## src/rtl/enc_pkg.sv

```systemverilog
// Shared widths, latency and controller state encoding for the AES-128 encrypt pipeline slice.
package enc_pkg;

    localparam int AES_BLK_W        = 128;
    localparam int AES_KEY_W        = 128;
    localparam int ENC_PIPE_LATENCY = 10;

    typedef enum logic [1:0] {
        NOKEY = 2'd0,
        RUN   = 2'd1,
        DRAIN = 2'd2,
        KEXP  = 2'd3
    } enc_ctrl_state_t;

    function automatic int unsigned enc_popcount(input logic [31:0] bits);
        int unsigned n;
        n = 32'd0;
        for (int i = 0; i < 32; i++) begin
            n = n + 32'(bits[i]);
        end
        return n;
    endfunction

endpackage

```

## src/rtl/enc_out_fifo.sv

```systemverilog
// Synchronous ciphertext FIFO with registered valid and occupancy count; pointers wrap modulo DEPTH.
module enc_out_fifo
    import enc_pkg::*;
#(
    parameter int WIDTH = AES_BLK_W + 4,
    parameter int DEPTH = 4,
    parameter int CNT_W = $clog2(DEPTH + 1)
) (
    input  logic             clk,
    input  logic             rst_n,
    input  logic             push,
    input  logic [WIDTH-1:0] push_data,
    input  logic             pop,
    output logic             valid,
    output logic [WIDTH-1:0] head,
    output logic [CNT_W-1:0] count
);

    localparam int PTR_W = (DEPTH > 1) ? $clog2(DEPTH) : 1;

    logic [WIDTH-1:0] mem_r [DEPTH];
    logic [PTR_W-1:0] wr_ptr_r;
    logic [PTR_W-1:0] rd_ptr_r;
    logic [CNT_W-1:0] count_r;
    logic [CNT_W-1:0] count_next_s;
    logic             valid_r;
    logic             push_ok_s;
    logic             pop_ok_s;

    // A full FIFO refuses the write rather than overwrite the oldest result.
    assign push_ok_s = push && (count_r != CNT_W'(DEPTH));
    assign pop_ok_s  = pop && valid_r;

    // Next occupancy; simultaneous push and pop leaves it unchanged.
    always_comb begin
        count_next_s = count_r;
        if (push_ok_s && !pop_ok_s) begin
            count_next_s = count_r + CNT_W'(1);
        end else if (!push_ok_s && pop_ok_s) begin
            count_next_s = count_r - CNT_W'(1);
        end else begin
            count_next_s = count_r;
        end
    end

    // Storage, pointers and registered valid flag.
    always_ff @(posedge clk or negedge rst_n) begin
        if (!rst_n) begin
            for (int i = 0; i < DEPTH; i++) begin
                mem_r[i] <= '0;
            end
            wr_ptr_r <= '0;
            rd_ptr_r <= '0;
            count_r  <= '0;
            valid_r  <= 1'b0;
        end else begin
            if (push_ok_s) begin
                mem_r[wr_ptr_r] <= push_data;
                wr_ptr_r <= (wr_ptr_r == PTR_W'(DEPTH - 1)) ? '0 : wr_ptr_r + PTR_W'(1);
            end
            if (pop_ok_s) begin
                rd_ptr_r <= (rd_ptr_r == PTR_W'(DEPTH - 1)) ? '0 : rd_ptr_r + PTR_W'(1);
            end
            count_r <= count_next_s;
            valid_r <= (count_next_s != '0);
        end
    end

    assign valid = valid_r;
    assign head  = mem_r[rd_ptr_r];
    assign count = count_r;

endmodule

```

## src/rtl/encrypt_pipe_ctrl.sv

```systemverilog
// Issue and key-management controller for the free-running AES-128 encrypt pipeline.
// Define ENC_PIPE_STATS_EN to add the stat_blocks / stat_stalls counters.
module encrypt_pipe_ctrl
    import enc_pkg::*;
#(
    parameter int LATENCY   = ENC_PIPE_LATENCY,
    parameter int TAG_W     = 4,
    parameter int OUT_DEPTH = 4
) (
    input  logic                 clk,
    input  logic                 rst_n,
    input  logic                 in_valid,
    output logic                 in_ready,
    input  logic [AES_BLK_W-1:0] in_data,
    input  logic [TAG_W-1:0]     in_tag,
    input  logic                 key_load_valid,
    output logic                 key_load_ready,
    input  logic [AES_KEY_W-1:0] key_load_data,
    output logic [AES_BLK_W-1:0] pt_out,
    output logic [AES_KEY_W-1:0] key_out,
    output logic                 ks_start,
    input  logic                 ks_done,
    input  logic [AES_BLK_W-1:0] ct_in,
    output logic                 out_valid,
    input  logic                 out_ready,
    output logic [AES_BLK_W-1:0] out_data,
    output logic [TAG_W-1:0]     out_tag
`ifdef ENC_PIPE_STATS_EN
    ,
    output logic [31:0]          stat_blocks,
    output logic [31:0]          stat_stalls
`endif
);

    localparam int CNT_W = $clog2(OUT_DEPTH + 1);
    localparam int ENT_W = AES_BLK_W + TAG_W;

    enc_ctrl_state_t      state_r;
    logic [LATENCY-1:0]   vld_r;
    logic [TAG_W-1:0]     tag_r [LATENCY];
    logic [AES_KEY_W-1:0] key_pend_r;
    logic [AES_KEY_W-1:0] key_out_r;
    logic                 ks_start_r;
    logic                 in_ready_r;
    logic                 key_load_ready_r;

    logic                 issue_s;
    logic                 key_hs_s;
    logic                 retire_s;
    logic                 pop_s;
    logic                 fifo_valid_s;
    logic [ENT_W-1:0]     fifo_head_s;
    logic [CNT_W-1:0]     fifo_count_s;
    logic [31:0]          credit_next_s;
    logic                 room_next_s;

    assign issue_s  = in_valid && in_ready_r;
    assign key_hs_s = key_load_valid && key_load_ready_r;
    assign retire_s = vld_r[LATENCY-1];
    assign pop_s    = fifo_valid_s && out_ready;

    // Credits held next cycle: blocks in flight plus buffered results, after this cycle's issue and pop.
    always_comb begin
        credit_next_s = enc_popcount(32'(vld_r)) + 32'(fifo_count_s);
        if (issue_s && !pop_s) begin
            credit_next_s = credit_next_s + 32'd1;
        end else if (!issue_s && pop_s) begin
            credit_next_s = credit_next_s - 32'd1;
        end else begin
            credit_next_s = credit_next_s;
        end
    end

    assign room_next_s = (credit_next_s < 32'(OUT_DEPTH));

    // Valid/tag shadow of the datapath: shifts every cycle since the datapath never stalls.
    always_ff @(posedge clk or negedge rst_n) begin
        if (!rst_n) begin
            vld_r <= '0;
            for (int i = 0; i < LATENCY; i++) begin
                tag_r[i] <= '0;
            end
        end else begin
            vld_r    <= {vld_r[LATENCY-2:0], issue_s};
            tag_r[0] <= in_tag;
            for (int i = 1; i < LATENCY; i++) begin
                tag_r[i] <= tag_r[i-1];
            end
        end
    end

    // Controller FSM; handshake readies and ks_start are registered from the next state.
    always_ff @(posedge clk or negedge rst_n) begin
        if (!rst_n) begin
            state_r          <= NOKEY;
            key_pend_r       <= '0;
            key_out_r        <= '0;
            ks_start_r       <= 1'b0;
            in_ready_r       <= 1'b0;
            key_load_ready_r <= 1'b1;
        end else begin
            ks_start_r <= 1'b0;
            case (state_r)
                NOKEY: begin
                    in_ready_r <= 1'b0;
                    if (key_hs_s) begin
                        key_pend_r       <= key_load_data;
                        key_load_ready_r <= 1'b0;
                        state_r          <= DRAIN;
                    end else begin
                        key_load_ready_r <= 1'b1;
                    end
                end
                RUN: begin
                    if (key_hs_s) begin
                        key_pend_r       <= key_load_data;
                        key_load_ready_r <= 1'b0;
                        in_ready_r       <= 1'b0;
                        state_r          <= DRAIN;
                    end else begin
                        key_load_ready_r <= 1'b1;
                        in_ready_r       <= room_next_s;
                    end
                end
                DRAIN: begin
                    in_ready_r       <= 1'b0;
                    key_load_ready_r <= 1'b0;
                    if (vld_r == '0) begin
                        key_out_r  <= key_pend_r;
                        ks_start_r <= 1'b1;
                        state_r    <= KEXP;
                    end else begin
                        state_r <= DRAIN;
                    end
                end
                KEXP: begin
                    if (ks_done) begin
                        in_ready_r       <= room_next_s;
                        key_load_ready_r <= 1'b1;
                        state_r          <= RUN;
                    end else begin
                        in_ready_r       <= 1'b0;
                        key_load_ready_r <= 1'b0;
                    end
                end
                default: begin
                    in_ready_r       <= 1'b0;
                    key_load_ready_r <= 1'b1;
                    state_r          <= NOKEY;
                end
            endcase
        end
    end

    enc_out_fifo #(
        .WIDTH (ENT_W),
        .DEPTH (OUT_DEPTH),
        .CNT_W (CNT_W)
    ) u_out_fifo (
        .clk       (clk),
        .rst_n     (rst_n),
        .push      (retire_s),
        .push_data ({ct_in, tag_r[LATENCY-1]}),
        .pop       (pop_s),
        .valid     (fifo_valid_s),
        .head      (fifo_head_s),
        .count     (fifo_count_s)
    );

    assign pt_out         = in_data;
    assign key_out        = key_out_r;
    assign ks_start       = ks_start_r;
    assign in_ready       = in_ready_r;
    assign key_load_ready = key_load_ready_r;
    assign out_valid      = fifo_valid_s;
    assign out_data       = fifo_head_s[ENT_W-1:TAG_W];
    assign out_tag        = fifo_head_s[TAG_W-1:0];

`ifdef ENC_PIPE_STATS_EN
    logic [31:0] stat_blocks_r;
    logic [31:0] stat_stalls_r;

    // Accepted-block and stalled-offer counters, wrapping modulo 2^32.
    always_ff @(posedge clk or negedge rst_n) begin
        if (!rst_n) begin
            stat_blocks_r <= 32'd0;
            stat_stalls_r <= 32'd0;
        end else begin
            if (issue_s) begin
                stat_blocks_r <= stat_blocks_r + 32'd1;
            end
            if (in_valid && !in_ready_r) begin
                stat_stalls_r <= stat_stalls_r + 32'd1;
            end
        end
    end

    assign stat_blocks = stat_blocks_r;
    assign stat_stalls = stat_stalls_r;
`endif

endmodule

```

## config.mk

```make
export PLATFORM = sky130hd
export DESIGN_NAME = encrypt_pipe_ctrl
export DESIGN_NICKNAME = d
export VERILOG_FILES = /design/src/rtl/enc_pkg.sv /design/src/rtl/enc_out_fifo.sv /design/src/rtl/encrypt_pipe_ctrl.sv
export SDC_FILE = /design/constraint.sdc
export NUM_CORES = 1
export LEC_CHECK = 0
export BUFFER_PORTS_ARGS = -buffer_cell sky130_fd_sc_hd__buf_2
export CAP_MARGIN = 0
export CORE_AREA = 3 3 304 306
export CTS_CLUSTER_DIAMETER = 60
export DETAILED_ROUTE_END_ITERATION = 8
export DIE_AREA = 0 0 307 309
export HOLD_SLACK_MARGIN = 0.12
export PLACE_DENSITY = 0.61
export SYNTH_ARGS = -nofsm -noshare
export SYNTH_HDL_FRONTEND = slang
export SYNTH_SLANG_ARGS = --single-unit
```

## constraint.sdc

```tcl
create_clock -name clk -period 10.4 [get_ports clk]
set_input_delay 1.04 -clock clk [delete_from_list [all_inputs] [get_ports clk]]
set_output_delay 1.04 -clock clk [all_outputs]
set_load 0.01 [all_outputs]
```

==> summary.md <==
| Metric | Value |
|---|---|
| Antenna-violating nets left | `0` |
| DRT Wirelength | `about 93 mm` |
| Layout cells sized above 1 | `61.9%` |
| Hold slack final | `roughly 340 ps` |
| Total grt overflow | `0` |
| M1 WL | `34.1 mm` |
| Most Frequent Cell on Critical Path | `buf_4` |
| Maximum clock path buffer count | `3` |
| CP Class | `flop to output pin` |
| DR pass1 iterations | `7` |
| Max Used Layer | `met5` |
| Pin count of the biggest net entering global routing | `~170` |
| Met3 routed WL | `~11 mm` |
| Crit-path slowest cell | `buf_4` |
| Die Y | `309 um` |
| Top cells by area, synth | `dfrtp_1, mux2_2, mux4_2` |
| Fin crit period | `between 4000 and 5000 ps` |
| DRC | `0` |
| Syn Std Cell Area | `35800 um^2` |
| Initial DRC Count | `~1100` |
| # hold bufs at CTS | `0` |
| Yosys reg bits | `between 800 and 900` |
| Worst Reg-to-Reg Cells | `8` |
| Register-to-register setup slack | `about 6400 ps` |
| Sequential area share after synthesis | `just under 60%` |
| Die width | `307 um` |
| Post-DP HPWL | `about 63 mm` |
| HP Start | `tag_r[20]` |
| I/O pins | `786` |
| Post-CTS Setup Repair Bufs | `0` |
| Slew HR | `between 20% and 30%` |
| Clk_lat worst skew | `~670 ps` |
| CTS tree | `done` |
| GPL Wtd Cong | `0.804` |
| Setup TNS | `0 ps` |
| Clk slew on worst S/H paths | `60 ps` |
| Largest area contributor in the netlist | `dfrtp_1` |
| Clock skew | `approximately 26 ps` |
| Placed instance count | `3587` |
| Post-synth ARST share | `100%` |
| Routed len/inst | `24.7 um` |
| Count leader, synth | `dfrtp_1` |
| Critical Path Source Type | `flop` |
| PortBufs | `~530` |
| Number of distinct library cells after synthesis | `42` |
| Final #Nets | `approximately 2900` |
| Slew @ Worst Pin | `between 1000 and 1500 ps` |
| Die ar. | `roughly 95000 um^2` |
| CTS root buf | `clkbuf_16` |
| Share of the synthesized area in the top cell type | `59.1%` |
| Final Hold Viols | `0` |
| R2r startpoint | `vld_r[0]` |
| Site Rows | `110` |
| Total power | `about 14 mW` |
| Total GRT Usage | `between 10% and 20%` |
| Core Region | `roughly 90000 um^2` |
| RSZ-0062 raised after global routing | `no` |
| Period utilization | `between 40 and 50%` |
| Initial antenna violation count | `25` |
| EDFF count, synth | `0` |
| Top_reg_cell synth | `dfrtp_1` |
| Max Slew Vio Count | `0` |
| Post-CTS Resized | `0` |
| Top cells by count, synth | `dfrtp_1, mux2_2, mux4_2, buf_4, mux2_4` |
| Mapped Avg Cell Area | `~17 um^2` |
| Worst vdd ir | `between 0.2 and 0.25 mV` |
| Vias/cell | `slightly above 5` |
| First-pass GRT wire length | `roughly 140 mm` |
| Inserted Clock Buffers | `just under 100` |
| PwrDens | `343 nW/um^2` |
| MaxCap Viol Count | `0` |
| Final setup fails | `0` |
| Worst Hold Endpoint | `tag_r[16]` |
| Cells after Synth | `around 2100` |
| Largest stage delay, worst path | `between 800 and 900 ps` |
| Critical path buffers and inverters | `3` |
| Area delta synth->final | `17.0%` |
| CP required | `approximately 9400 ps` |
| Met2 routed WL | `between 40 and 50 mm` |
| Worst Hold Depth | `0` |
| Cell family with most CP delay | `buffers and inverters` |
| H-tree depth | `3` |
| Worst reg2reg endpoint | `key_out[51]` |
| HP Class | `flop to flop` |
| Arrival @ worst endpoint | `around 3600 ps` |
| Static leakage | `~19 nW` |
| Vias post-DR | `~20000` |
| Crit Path Max Fanout | `63` |
| Starting Density | `39.9%` |
| Worst setup EP type | `output pin` |
| Vias in the first global route | `between 20000 and 25000` |
| Non-filler cells, final | `~3800` |
| Critical path, cell by cell | `buf_4, buf_4, mux4_2, buf_2` |
| Ys Warns | `0` |
| Post-Syn Nets | `roughly 2500` |
| Maximum clock frequency | `216 MHz` |
| # clock sinks | `~850` |
| Status | `complete, no violations` |
-- logic make-up (layout without fill, tap and decap cells) --
logic type,count (synthesis),in the layout,share of synthesized area (%)
muxes,919,919,34.1
adders and majority gates,21,21,0.873
buffers and inverters,262,754,4.98
and+or+nand+nor,41,41,0.642
AOI/OAI and AO/OA,10,10,0.206
xor gates and xnor gates,3,3,0.0733
other,0,17,0
DFF,847,847,59.2
-- through the flow --
| step | util [%] | cell area, um^2 | setup slack [ps] |
|---|---|---|---|
| after floorplan | - | 35800 | 7090 |
| after global placement | 42.8 | 38500 | 6300 |
| after detailed placement | 42.8 | 38500 | 6370 |
| after CTS | 46.6 | 41900 | 5550 |
| after global routing | 46.6 | 41900 | 5590 |
| final | 46.6 | 41900 | 5760 |
-- how the worst max path moves through the flow --
stage / startpoint / to / slack [ps] / depth (start not counted)
2_1_floorplan: vld_r[0] / in_ready / 7090 / 9
3_3_place_gp: u_out_fifo.rd_ptr_r[1] / out_data[82] / 6300 / 4
3_5_place_dp: u_out_fifo.rd_ptr_r[1] / out_data[82] / 6370 / 4
4_1_cts: u_out_fifo.rd_ptr_r[1] / out_data[82] / 5550 / 4
5_1_grt: u_out_fifo.rd_ptr_r[1] / out_data[82] / 5590 / 4
6_report: u_out_fifo.rd_ptr_r[1] / out_data[63] / 5760 / 4
-- state kept, by name (all words and copies together) (netlist names) --
register and cells:
key_load_ready 1, ks_start 1, u_out_fifo.count 3, tag_r 40, key_out 128, u_out_fifo.rd_ptr_r 2
key_pend_r 128, u_out_fifo.valid 1, u_out_fifo.mem_r 528, u_out_fifo.wr_ptr_r 2, in_ready 1, state_r 2
vld_r 10
-- per-layer routing --
| metal | global-route usage [%] | vias up |
|---|---|---|
| met5 | 2.67 | - |
| met4 | 6.41 | 22 |
| met3 | 10.6 | 167 |
| met2 | 31.5 | 790 |
| met1 | 21.5 | 10300 |
| li1 | - | 8333 |
-- layout by cell type, fill, tap and decap left out, drive strengths merged, types with 2 or more instances in the layout --
| cell | synthesis | layout |
|---|---|---|
| nor2b | 4 | 4 |
| xnor2 | 3 | 3 |
| nor3 | 2 | 2 |
| nand4 | 2 | 2 |
| ha | 13 | 13 |
| and2 | 2 | 2 |
| buf | 236 | 551 |
| o21ai | 3 | 3 |
| dfrtp | 846 | 846 |
| or4 | 2 | 2 |
| nor4 | 2 | 2 |
| nor2 | 7 | 7 |
| mux4 | 132 | 132 |
| clkbuf | 7 | 133 |
| mux2 | 785 | 785 |
| nand3b | 2 | 2 |
| clkinvlp | 0 | 5 |
| fa | 7 | 7 |
| clkinv | 0 | 28 |
| nand2 | 15 | 15 |
| a21boi | 2 | 2 |
| inv | 19 | 29 |
| diode | 0 | 17 |
| mux2i | 2 | 2 |
| bufinv | 0 | 8 |
-- worst reg2reg max path: stages (launching register included) --
cell	delay, ps
dfrtp_1	410
inv_1	70
ha_1	130
nor2b_1	180
nand4_2	130
nor2_4	690
buf_4	850
buf_4	940
mux2_4	470
-- report_power, final --
group / internal (mW) / total (mW) / switching [mW] / leakage (nW)
clock network: 2.10 / 3.52 / 1.42 / 1.66
logic: 2.89 / 4.97 / 2.08 / 7.06
registers: 4.91 / 5.88 / 0.974 / 9.98
-- area by class of cell --
cell class | count | area (um^2)
Fill cell | 7812 | 48000
Antenna cell | 17 | 42.5
Tap cell | 1176 | 1470
Sequential cell | 847 | 21200
Clock buffer | 133 | 2790
Inverter | 19 | 71.3
Multi-Input combinational cell | 994 | 12900
Clock inverter | 51 | 592
Timing Repair Buffer | 551 | 2850
No activity file was read; power rests on OpenSTA's default activity.
